$ cat src/rtl/wb_prog_loader.sv
// wb_prog_loader: Wishbone slave that buffers bitstream words in a FIFO and
// serialises them MSB-first onto the fabric programming port.
module wb_prog_loader #(
    parameter logic [31:0] BASE_ADDR  = 32'h3000_0000,
    parameter int          FIFO_DEPTH = 4,
    parameter int          RST_CYCLES = 16
) (
    input  logic        wb_clk_i,
    input  logic        wb_rst_i,
    input  logic        wbs_stb_i,
    input  logic        wbs_cyc_i,
    input  logic        wbs_we_i,
    input  logic [3:0]  wbs_sel_i,
    input  logic [31:0] wbs_adr_i,
    input  logic [31:0] wbs_dat_i,
    output logic        wbs_ack_o,
    output logic [31:0] wbs_dat_o,
    output logic        prog_rst_o,
    output logic        prog_done_o,
    output logic        prog_we_o,
    output logic        prog_din_o,
    output logic        irq_o
);
    localparam int AW = (FIFO_DEPTH > 1) ? $clog2(FIFO_DEPTH) : 1;
    localparam int CW = AW + 1;

    typedef enum logic [2:0] {
        IDLE  = 3'd0,
        RST   = 3'd1,
        LOAD  = 3'd2,
        SHIFT = 3'd3,
        DONE  = 3'd4
    } state_t;

    state_t        state, state_d;
    logic [31:0]   fifo_mem [FIFO_DEPTH];
    logic [AW-1:0] wr_ptr, rd_ptr;
    logic [CW-1:0] count;
    logic [31:0]   shreg, bitcnt, status, rdata;
    logic [4:0]    bit_idx;
    logic [7:0]    rst_cnt;
    logic [1:0]    reg_sel;
    logic          done_req, req, wr, start, finish, data_wr;
    logic          full, empty, busy, pop, push, stall, unused;

    assign unused  = &{1'b0, wbs_sel_i, wbs_adr_i[1:0]};
    assign reg_sel = wbs_adr_i[3:2];
    assign req     = wbs_cyc_i & wbs_stb_i & (wbs_adr_i[31:4] == BASE_ADDR[31:4]) & ~wbs_ack_o;
    assign wr      = req & wbs_we_i;
    assign start   = wr & (reg_sel == 2'd0) & wbs_dat_i[0];
    assign finish  = wr & (reg_sel == 2'd0) & wbs_dat_i[1] & ~wbs_dat_i[0];
    assign data_wr = wr & (reg_sel == 2'd2);
    assign full    = count == CW'(FIFO_DEPTH);
    assign empty   = count == '0;
    assign busy    = (state == RST) | (state == LOAD) | (state == SHIFT);
    // A full FIFO still takes a word in the cycle that also pops one.
    assign push    = data_wr & (state != DONE) & (~full | pop);
    assign stall   = data_wr & (state != DONE) & full & ~pop;

    assign prog_rst_o  = state == RST;
    assign prog_done_o = state == DONE;

    assign status = {13'd0, state, 4'd0, 4'(count), 4'd0, state == DONE, empty, full, busy};
    assign rdata  = (reg_sel == 2'd1) ? status : (reg_sel == 2'd3) ? bitcnt : '0;

    always_comb begin
        state_d = state;
        pop     = 1'b0;
        if (start) begin
            state_d = RST;
        end else begin
            case (state)
                RST:     state_d = (rst_cnt == 8'(RST_CYCLES - 1)) ? LOAD : RST;
                LOAD: begin
                    pop     = ~empty;
                    state_d = ~empty ? SHIFT : done_req ? DONE : LOAD;
                end
                SHIFT: begin
                    pop     = (bit_idx == 5'd31) & ~empty;
                    state_d = ((bit_idx == 5'd31) & empty) ? LOAD : SHIFT;
                end
                default: state_d = state;
            endcase
        end
    end

    always_ff @(posedge wb_clk_i) begin
        if (push) fifo_mem[wr_ptr] <= wbs_dat_i;
    end

    always_ff @(posedge wb_clk_i) begin
        if (wb_rst_i) begin
            state      <= IDLE;
            wr_ptr     <= '0;
            rd_ptr     <= '0;
            count      <= '0;
            shreg      <= '0;
            bit_idx    <= '0;
            bitcnt     <= '0;
            rst_cnt    <= '0;
            done_req   <= 1'b0;
            wbs_ack_o  <= 1'b0;
            wbs_dat_o  <= '0;
            prog_we_o  <= 1'b0;
            prog_din_o <= 1'b0;
            irq_o      <= 1'b0;
        end else begin
            state      <= state_d;
            wr_ptr     <= start ? '0 : wr_ptr + AW'(push);
            rd_ptr     <= start ? '0 : rd_ptr + AW'(pop);
            count      <= start ? '0 : count + CW'(push) - CW'(pop);
            shreg      <= pop ? fifo_mem[rd_ptr] : (state == SHIFT) ? shreg << 1 : shreg;
            bit_idx    <= pop ? '0 : bit_idx + 5'(state == SHIFT);
            // Counted on the same edge that emits the bit, so BITCNT tracks prog_we pulses.
            bitcnt     <= start ? '0 : bitcnt + 32'(state == SHIFT);
            rst_cnt    <= ((state == RST) & ~start) ? rst_cnt + 8'd1 : '0;
            done_req   <= (start | (state_d == DONE)) ? 1'b0 : (finish & busy) ? 1'b1 : done_req;
            wbs_ack_o  <= req & ~stall;
            wbs_dat_o  <= (req & ~stall & ~wbs_we_i) ? rdata : '0;
            prog_we_o  <= (state == SHIFT) & ~start;
            prog_din_o <= (state == SHIFT) & ~start & shreg[31];
            irq_o      <= (state_d == DONE) & (state != DONE);
        end
    end
endmodule

$ cat config.mk
export PLATFORM = sky130hd
export DESIGN_NAME = wb_prog_loader
export DESIGN_NICKNAME = d
export VERILOG_FILES = /design/src/rtl/wb_prog_loader.sv
export SDC_FILE = /design/constraint.sdc
export NUM_CORES = 1
export LEC_CHECK = 0
export BUFFER_PORTS_ARGS = -buffer_cell sky130_fd_sc_hd__buf_2
export CORE_MARGIN = 4
export CORE_UTILIZATION = 50
export CTS_CLUSTER_DIAMETER = 200
export DETAILED_ROUTE_END_ITERATION = 6
export GPL_TIMING_DRIVEN = 0
export PLACE_DENSITY = 0.7
export REMOVE_ABC_BUFFERS = 1
export SYNTH_ARGS = -nofsm -noshare
export SYNTH_HDL_FRONTEND = slang
export SYNTH_SLANG_ARGS = --single-unit
$ cat constraint.sdc
create_clock -name wb_clk_i -period 11.1 [get_ports wb_clk_i]
set_clock_uncertainty 0.2 [all_clocks]
set_input_delay 0.555 -clock wb_clk_i [delete_from_list [all_inputs] [get_ports wb_clk_i]]
set_output_delay 0.555 -clock wb_clk_i [all_outputs]
set_load 0.05 [all_outputs]
==> results of run 1 <==
critical path, delay by kind of cell (launching register included):
kind | cells | cell delay, ps
AO/OA/AOI/OAI | 1 | 370
AND/OR/NAND/NOR | 4 | 1720
flip-flops | 1 | 390
XOR/XNOR | 2 | 310
buffers and inverters | 3 | 390
adder cells (fa/ha/maj) | 3 | 750
cell families (layout without fill, tap and decap cells):
kind of cell | after synthesis | after routing | synth area share [%]
multiplexers | 38 | 38 | 8.021
AND/OR/NAND/NOR | 298 | 298 | 15.22
buffers and inverters | 59 | 180 | 2.609
flip-flops | 252 | 252 | 64.99
adder cells (fa/ha/maj) | 10 | 10 | 1.362
AO/OA/AOI/OAI | 48 | 48 | 3.933
XOR/XNOR | 43 | 43 | 3.869
registers in the layout, summed over array words and instances, names as in the netlist, 2 cells and up:
register and flops:
shreg 32, wbs_dat_o 32, rst_cnt 8, bitcnt 32, wr_ptr 2, count 3
rd_ptr 2, bit_idx 5, state 3, fifo_mem 128
power by group:
group / internal [mW] / switching, mW / leakage [nW] / total [mW]
Clock: 0.515 / 0.345 / 0.433 / 0.860
Sequential: 0.976 / 0.0000000000142 / 2.15 / 0.976
Combinational: 0.00996 / 0.0157 / 1.54 / 0.0256
path summary, 6_finish.rpt:
kind,startpoint,to,slack [ps],cells after the start
min,wbs_dat_i[10],fifo_mem[3][10],40,1
max,bit_idx[2],count[2],6790,13
min reg2reg,rst_cnt[0],rst_cnt[0],260,1
max reg2reg,bit_idx[2],count[2],6790,13
final cells by class:
type | instances | area share (%)
Timing Repair Buffer | 120 | 5.873
Tap cell | 260 | 2.843
Sequential cell | 252 | 55.31
Multi-Input combinational cell | 437 | 27.91
Inverter | 13 | 0.4265
Clock buffer | 31 | 6.387
Clock inverter | 16 | 1.247
per-layer routing:
layer,up-vias,share of wire (%),GRT usage [%]
met3,31,3.7,3.004
met2,117,51,30.47
met5,-,0.069,0
met4,2,1.8,3.681
li1,2954,-,-
met1,2963,44,23.04
metrics by stage:
step | hold slack [ps] | setup slack (ps)
2_1_floorplan | 220.7 | 5578
6_report | 40.47 | 6791
3_3_place_gp | 244.1 | 2660
5_1_grt | 17.82 | 6416
4_1_cts | 19.63 | 6708
3_5_place_dp | 255.8 | 6714
layout by cell type, fill, tap and decap left out, drive strengths merged, types with 20 or more instances in the layout:
| cell type | Yosys | layout |
|---|---|---|
| buf | 19 | 120 |
| dfxtp | 124 | 124 |
| and3 | 21 | 21 |
| edfxtp | 128 | 128 |
| xor2 | 20 | 20 |
| xnor2 | 23 | 23 |
| a311oi | 31 | 31 |
| mux4 | 32 | 32 |
| nand2 | 81 | 81 |
| clkbuf | 27 | 31 |
| nor2 | 61 | 61 |
| nor3 | 50 | 50 |
| and2 | 25 | 25 |
==> impl_metrics.env, run 1 <==
export IMPL_clock_latency_ps=520
export IMPL_wl_um=18910
export IMPL_syn2layout_area_growth_pct=17.53
export IMPL_htree_num_levels=1
export IMPL_cts_sinks=252
export IMPL_grt_max_degree=40
export IMPL_stdcell_count=1129
export IMPL_nFillCells=1500
export IMPL_hold_viol_final=0
export IMPL_die_height_um=147.5
export IMPL_relSlewSlack_pct=18.14
export IMPL_synth_edf_count=128
export IMPL_start_util_pct=51.35
export IMPL_grt_pass1_vias=6004
export IMPL_tightest_slew_ps=1227
export IMPL_syn_inst=748
export IMPL_fin_nets=933
export IMPL_cts_buffer_depth=3
export IMPL_postRouteAntennaNets=0
export IMPL_critical_path_class="reg2reg"
export IMPL_ys_flop_type="edfxtp_1"
export IMPL_cts_root_buf="clkbuf_16"
export IMPL_cts_setup_buffers=0
export IMPL_min_period_over_period_pct=38.82
export IMPL_ys_seq_elements=252
export IMPL_diodes=0
export IMPL_pin_count=111
export IMPL_firstDrtPassIters=4
export IMPL_vias=6067
export IMPL_antenna_found_initial=1
export IMPL_cpPeakStageDelay_ps=880
export IMPL_ir_drop_v=0.0001580
export IMPL_async_reset_ff_share_pct=0
export IMPL_power_leakage_nw=4.122
export IMPL_num_rows=50
export IMPL_cts_tree="yes"
export IMPL_rsz0062_at_grt="false"
export IMPL_synthTopCellsByCount="edfxtp_1 (128), dfxtp_1 (124), nand2_1 (81)"
export IMPL_cp_data_arrival_time_ps=4490
export IMPL_hold_class="in2reg"
export IMPL_grt_pass1_wl_um=31040
export IMPL_worstSetupStartpointType="register"
export IMPL_drive_gt1_share_pct=24.28
export IMPL_powerDensity_mw_per_mm2=162.7
export IMPL_gp_congestion=0.8094
export IMPL_avgSynthCellArea_um2=13.01
export IMPL_first_iter_violations=356
export IMPL_regArea_mm2=0.006329
export IMPL_synth_area_leaders="edfxtp_1 (39%), dfxtp_1 (26%), mux4_2 (7.4%)"
export IMPL_die_w_um=147.5
export IMPL_period_minus_slack_ps=4309
export IMPL_synth_most_common_cell="edfxtp_1"
export IMPL_cp_max_fo=35
export IMPL_cp_required_ps=11280
export IMPL_die_area_mm2=0.02177
export IMPL_avgViaCountPerCell=5.374
export IMPL_drv_slew=0
export IMPL_maxCapViolCount=0
export IMPL_setup_viol=0
export IMPL_yosys_warnings=0
export IMPL_ys_types=47
export IMPL_post_route_cell_area_mm2=0.01144
export IMPL_yosysTopAreaCellShare_pct=39.49
export IMPL_fmax_mhz=232.1
export IMPL_end_kind="register"
export IMPL_drc=0
export IMPL_cts_resized=0
export IMPL_crit_path_cell_trace="nand2_1 > o21ai_0 > nand3_2 > nand2b_2 > inv_2 > ha_1 > inv_1 > ha_1 > inv_1 > fa_1 > xor2_1 > xnor2_1 > nor2_1"
export IMPL_dp_cells=1082
export IMPL_wl_per_cell_um=16.75
export IMPL_synth_area_mm2=0.009734
export IMPL_hold_buffers=0
export IMPL_post_route_util_pct=60.36
export IMPL_multi_input_area_mm2=0.003193
export IMPL_track_usage_pct=17.43
export IMPL_portBuffers=104
export IMPL_placed_area_mm2=0.01057
export IMPL_post_dp_hpwl_um=12200
export IMPL_clk_pin_slew_ps=60
export IMPL_ys_seq_area_share_pct=64.99
export IMPL_outcome="finished, final reports clean"
export IMPL_coreArea_mm2=0.01896
export IMPL_cts_buffers=26
export IMPL_synth_top_area_cell="edfxtp_1"
export IMPL_grt_ovfl_total=0
export IMPL_fin_tns_setup_ps=0
export IMPL_power_total_mw=1.862
export IMPL_crit_slowest_cell="nand2b_2"
Power figures use the tool's default switching activity.
==> inputs of run 2 (changes only) <==
- ABC_AREA: not set -> 1
- clock period: 11.1 -> 4 ns (I/O delays scaled with it)
==> run 2 against run 1 <==
Worst setup slack got worse by 6500 ps. Largest cell class unchanged. Sequential share of layout area decreased by 4.4 points. Register-to-register slack got worse by 6500 ps. Highest routed layer is now met4. Clock power increased to 2.8 times the previous value. Synthesized area increased by 6.2%. Largest power group unchanged. Non-clock buffer count increased by 25. Critical endpoint unchanged. Sequential cell count unchanged. Sequential power increased to 2.8 times the previous value.
==> impl_metrics.env, run 2 <==
export IMPL_outcome="finished, final reports clean"
export IMPL_async_reset_ff_share_pct=0
export IMPL_synth_top_area_cell="edfxtp_1"
export IMPL_portBuffers=104
export IMPL_cp_max_fo=26
export IMPL_htree_num_levels=1
export IMPL_regArea_mm2=0.006327
export IMPL_start_util_pct=50.93
export IMPL_fin_ws_ps=281.4
export IMPL_cts_sinks=252
export IMPL_cp_data_arrival_time_ps=3960
export IMPL_final_common_cell="nor2_1"
export IMPL_rr_endpoint="count[2]"
export IMPL_switching_share_pct=19.56
export IMPL_critical_path_class="in2reg"
export IMPL_tightest_slew_ps=1399
export IMPL_cts_tree="yes"
export IMPL_min_path_cells=5
export IMPL_worstSetupStartpointType="input pin"
export IMPL_num_rows=52
export IMPL_antenna_found_initial=0
export IMPL_fin_nets=1341
export IMPL_post_dp_hpwl_um=13990
export IMPL_ir_drop_v=0.0003844
export IMPL_syn2layout_area_growth_pct=20.20
export IMPL_synth_most_common_cell="nor2_1"
export IMPL_hold_end="wbs_ack_o"
export IMPL_post_route_util_pct=61.22
export IMPL_coreArea_mm2=0.02030
export IMPL_nFillCells=1680
export IMPL_ys_flop_type="edfxtp_1"
export IMPL_hold_viol_final=0
export IMPL_min_period_over_period_pct=92.96
export IMPL_synth_area_mm2=0.01034
export IMPL_setup_viol=0
export IMPL_cpPeakStageDelay_ps=530
export IMPL_power_frac_comb_pct=2.0
export IMPL_dp_slack_ps=-847.2
export IMPL_crit_path_cell_trace="dlygate4sd3_1 > buf_2 > nor2_1 > nand2_1 > nor2_1 > nand2_1 > nor2_4 > nand4_4 > nand2_8 > clkinvlp_4 > ha_1 > inv_1 > ha_1 > inv_1 > fa_1 > xor2_1 > inv_1 > nor2_1"
export IMPL_cts_root_buf="clkbuf_16"
export IMPL_crit_slowest_cell="dlygate4sd3_1"
export IMPL_maxCapViolCount=0
export IMPL_layout_common_cells="nor2_1 (227), nand2_1 (164), edfxtp_1 (128)"
export IMPL_ff2ff_setup_slack_ps=340
export IMPL_syn_inst=1129
export IMPL_relSlewSlack_pct=6.603
export IMPL_min_delay_start="wbs_adr_i[2]"
export IMPL_grt_ovfl_total=0
export IMPL_period_minus_slack_ps=3719
export IMPL_firstDrtPassIters=5
export IMPL_synthTopCellsByCount="nor2_1 (232), nand2_1 (165), edfxtp_1 (128)"
export IMPL_diodes=0
export IMPL_p_int_mw=4.213
export IMPL_die_w_um=151.8
export IMPL_ys_types=40
export IMPL_synth_area_leaders="edfxtp_1 (37%), dfxtp_1 (24%), nor2_1 (8.4%)"
export IMPL_clk_pin_slew_ps=70
export IMPL_yosysTopAreaCellShare_pct=37.18
export IMPL_yosys_warnings=0
export IMPL_regMostFlops="fifo_mem"
export IMPL_wl_per_cell_um=14.82
export IMPL_wl_um=22940
export IMPL_drc=0
export IMPL_avgSynthCellArea_um2=9.157
export IMPL_pin_count=111
export IMPL_avgViaCountPerCell=5.141
export IMPL_hold_class="in2reg"
export IMPL_cts_setup_buffers=0
export IMPL_grt_pass1_vias=7294
export IMPL_end_kind="register"
export IMPL_gp_congestion=0.8720
export IMPL_cp_required_ps=4240
export IMPL_grt_max_degree=65
export IMPL_largest_reg_flops=128
export IMPL_die_height_um=151.8
export IMPL_power_leakage_nw=4.742
export IMPL_rsz0062_at_grt="false"
export IMPL_track_usage_pct=19.40
export IMPL_drv_slew=0
export IMPL_p_switching_mw=1.025
export IMPL_ys_seq_elements=252
export IMPL_grt_pass1_wl_um=35780
export IMPL_ys_seq_area_share_pct=61.19
export IMPL_postRouteAntennaNets=0
export IMPL_drive_gt1_share_pct=13.93
export IMPL_first_iter_violations=472
export IMPL_holdWs_ps=22.86
export IMPL_cts_buffers=26
export IMPL_vias=7958
export IMPL_multi_input_area_mm2=0.003388
export IMPL_clockPowerShare_pct=46.2
export IMPL_r2r_start="wbs_ack_o"
export IMPL_cts_buffer_depth=3
export IMPL_seqPwrFrac_pct=51.7
export IMPL_clock_latency_ps=520
export IMPL_r2r_cells=16
export IMPL_die_area_mm2=0.02304
export IMPL_fmax_mhz=268.9
export IMPL_synth_edf_count=128
export IMPL_powerDensity_mw_per_mm2=421.5
-- run 2: cell types whose count changed in the layout (fill, tap and decap cells not counted), sizes merged, moves of 36 or more --
cell and delta:
o21ai +77, o22ai +37, nand3 +59, nand2 +87
nor2 +175, inv +115, dlygate4sd3 +36
-- run 2: power by group through the flow --
stage          Sequential, mW  Combinational [mW]  Clock (mW)
2_1_floorplan            2.77              0.0207           0
3_3_place_gp             2.77              0.0766           0
3_5_place_dp             2.77              0.0784           0
4_1_cts                  2.71               0.105        2.46
5_1_grt                  2.71               0.117        2.57
6_report                 2.71               0.107        2.42
-- run 2: kinds of logic after synthesis --
kind of cell / after synthesis / synth area share [%]
AOI/OAI and AO/OA: 151 / 7.963
xor gates and xnor gates: 14 / 1.186
adders and majority gates: 10 / 1.283
buffers and inverters: 174 / 6.692
DFF: 252 / 61.19
and+or+nand+nor: 528 / 21.69
-- run 2: how the worst max path moves through the flow --
| stage | to | cells after the start | from | slack (ps) |
|---|---|---|---|---|
| after floorplan | fifo_mem[0][0] | 10 | state[1] | -50 |
| after global placement | fifo_mem[0][7] | 10 | bit_idx[2] | -2210 |
| after detailed placement | count[2] | 14 | bit_idx[2] | -850 |
| after CTS | count[2] | 18 | wbs_adr_i[20] | 190 |
| after global routing | count[2] | 18 | wbs_adr_i[20] | 30 |
| final | count[2] | 18 | wbs_adr_i[20] | 280 |
-- run 2: layout make-up --
cell class,count,share of cell area [%]
clock inverter,14,1.299
inverter,129,3.937
tap,270,2.718
clock buffer,34,5.729
multi-input combinational,704,27.27
sequential,252,50.92
timing repair buffer,145,8.135
-- run 2: routing by layer --
layer / up-vias / routed length, um / part of all wire (%) / track usage [%]
li1: 3995 / - / - / -
met1: 3708 / 10150 / 44 / 26.23
met2: 222 / 11050 / 48 / 33.67
met3: 33 / 1337 / 5.8 / 2.528
met4: 0 / 394 / 1.7 / 4.178
met5: - / 0 / 0 / 0
-- run 2: worst max-delay path, delay by kind of cell --
kind	cells	cell delay [ps]
xor+xnor	1	160
fa+ha+maj	3	920
buf+inv	6	1190
simple gates	8	1460
-- run 2: metrics by stage --
step           power, mW  cell area [um^2]  instances  setup TNS, ps
5_1_grt            5.394             12430       1548              0
2_1_floorplan      2.787             10130       1084          -6147
3_5_place_dp       2.844             11150       1463         -41010
6_report           5.238             12430       1548              0
4_1_cts            5.272             12410       1547              0
3_3_place_gp       2.842             10990       1458        -327010
-- run 2: timing repair --
| action | 4_1_cts | 5_1_grt |
|---|---|---|
| gates resized for setup | 4 | 2 |
| hold buffers | 36 | 0 |
| endpoints found under the setup margin | 163 | 7 |
| pin swaps | 0 | 1 |
| gates cloned | 0 | 1 |
| endpoints found under the hold margin | 154 | 0 |
==> inputs of run 3 (changes only) <==
- PLACE_DENSITY: 0.7 -> 0.81
==> run 3 against run 2 <==
Clock-buffer cell count up 1. Wire length rose by 1.5%. Critical endpoint unchanged. Final cell count shrank 0.45%. Critical path depth fell by 2. Critical path type is now reg2reg. Largest cell class unchanged. Core utilization shrank 0.39 points. Clock power down 3%. Combinational power hardly changed. Die area unchanged. Fmax is 0.11% higher. Global-route usage rose by 0.70 points. Register-to-register slack got worse by 50 ps. Power decreased by 1.5%.
==> impl_metrics.env, run 3 (synthesized netlist as in run 2, its figures left out) <==
export IMPL_outcome="finished, final reports clean"
export IMPL_coreArea_mm2=0.02030
export IMPL_drc=0
export IMPL_tightest_slew_ps=1341
export IMPL_drv_slew=0
export IMPL_post_dp_hpwl_um=14300
export IMPL_cp_data_arrival_time_ps=3880
export IMPL_wl_um=23270
export IMPL_rsz0062_at_grt="false"
export IMPL_firstDrtPassIters=6
export IMPL_drive_gt1_share_pct=13.54
export IMPL_grt_pass1_wl_um=37230
export IMPL_first_iter_violations=817
export IMPL_grt_max_degree=65
export IMPL_r2r_start="wbs_ack_o"
export IMPL_clk_pin_slew_ps=60
export IMPL_setup_viol=0
export IMPL_hold_class="in2reg"
export IMPL_largest_reg_flops=128
export IMPL_stdcell_count=1541
export IMPL_gp_congestion=0.8327
export IMPL_worstSetupStartpointType="register"
export IMPL_start_util_pct=50.93
export IMPL_maxCapViolCount=0
export IMPL_htree_num_levels=1
export IMPL_portBuffers=104
export IMPL_grt_pass1_vias=7884
export IMPL_pin_count=111
export IMPL_rr_endpoint="count[2]"
export IMPL_cts_tree="yes"
export IMPL_post_route_cell_area_mm2=0.01235
export IMPL_nFillCells=1618
export IMPL_die_area_mm2=0.02304
export IMPL_crit_end="count[2]"
export IMPL_cts_sinks=252
export IMPL_dp_cells=1463
export IMPL_power_total_mw=5.162
export IMPL_die_height_um=151.8
export IMPL_period_minus_slack_ps=3714
export IMPL_num_rows=52
export IMPL_fin_nets=1337
export IMPL_syn2layout_area_growth_pct=19.42
export IMPL_wl_per_cell_um=15.10
export IMPL_cp_required_ps=4170
export IMPL_antenna_found_initial=1
export IMPL_cts_buffers=25
export IMPL_grt_ovfl_total=0
export IMPL_critical_path_class="reg2reg"
export IMPL_r2r_cells=16
export IMPL_powerDensity_mw_per_mm2=418.1
export IMPL_relSlewSlack_pct=10.48
export IMPL_ir_drop_v=0.0003605
export IMPL_cts_root_buf="clkbuf_16"
export IMPL_final_common_cell="nor2_1"
export IMPL_fin_tns_setup_ps=0
export IMPL_end_kind="register"
export IMPL_regMostFlops="fifo_mem"
export IMPL_min_period_over_period_pct=92.86
export IMPL_cts_setup_buffers=0
export IMPL_cp_max_fo=48
export IMPL_die_w_um=151.8
export IMPL_power_leakage_nw=4.703
export IMPL_avgViaCountPerCell=5.269
export IMPL_cts_buffer_depth=3
export IMPL_vias=8120
export IMPL_placed_area_mm2=0.01115
export IMPL_layout_common_cells="nor2_1 (227), nand2_1 (164), edfxtp_1 (128)"
export IMPL_hold_viol_final=0
export IMPL_fmax_mhz=269.2
export IMPL_postRouteAntennaNets=0
export IMPL_track_usage_pct=20.09
export IMPL_ff2ff_setup_slack_ps=290
export IMPL_crit_start="wbs_ack_o"
export IMPL_clock_latency_ps=510
run 3: cell count changes in the layout (fill, tap and decap cells not counted), sizes merged:
cell and delta:
diode +1, clkbuf +1, clkinvlp -1, nand2 -1
dlygate4sd3 -2, clkinv -5
run 3: worst max-delay path, stage by stage (launching register included):
cell and delay [ps]:
dfxtp_1 300, inv_1 40, nand2_1 50, nor2_1 100, nand2_1 90, nor2_4 170
nand4_4 430, nand2_8 460, clkinvlp_4 420, ha_1 400, inv_1 50, ha_1 120
inv_1 60, fa_1 380, xor2_1 170, inv_1 50, nor2_1 40
run 3: area by class of cell:
class / count / area, um^2 / share of cell area, %
Antenna cell: 1 / 2.502 / 0.02027
Clock inverter: 8 / 117.6 / 0.9526
Inverter: 129 / 489.2 / 3.962
Tap cell: 270 / 337.8 / 2.736
Sequential cell: 252 / 6327 / 51.25
Timing Repair Buffer: 143 / 991.0 / 8.026
Clock buffer: 35 / 704.4 / 5.705
Multi-Input combinational cell: 703 / 3377 / 27.35
run 3: worst min path at each step:
stage | start | endpoint | slack, ps | cells after the start
after floorplan | wb_rst_i | shreg[0] | 70 | 1
after global placement | wbs_dat_i[28] | fifo_mem[2][28] | 210 | 1
after detailed placement | wbs_dat_i[26] | fifo_mem[2][26] | 210 | 1
after CTS | wbs_adr_i[24] | wbs_ack_o | 10 | 8
after global routing | wbs_adr_i[4] | wbs_ack_o | 70 | 8
final | wbs_adr_i[12] | wbs_ack_o | 20 | 8
run 3: metrics by stage:
stage / worst slack (ps) / utilization, % / hold WS (ps)
detailed placement: -790.2 / 54.94 / 214.6
CTS: 70.62 / 60.74 / 11.43
global route: 12.37 / 60.82 / 67.89
global placement: -1941 / 54.14 / 212.0
finish: 285.6 / 60.82 / 21.44
floorplan: -48.25 / - / 69.07
run 3: repair_timing:
action,in CTS,in global routing
hold buffers,34,0
endpoints found under the hold margin,151,0
setup endpoints to repair,155,5
resized for setup,3,2
gates cloned,0,0
run 3: routing by layer:
layer  vias up  part of all wire (%)  global-route usage, %
li1       3981                     -                      -
met1      3771                    41                  25.01
met2       318                    50                  35.56
met3        50                   7.2                  3.302
met4         0                   2.0                  6.873
met5         -                     0                      0
run 3: where the power goes:
part / leakage (nW) / switching [mW] / internal [mW]
sequential: 2.15 / 0.0000000000341 / 2.71
clock: 0.407 / 0.930 / 1.42
combinational: 2.15 / 0.0572 / 0.0506
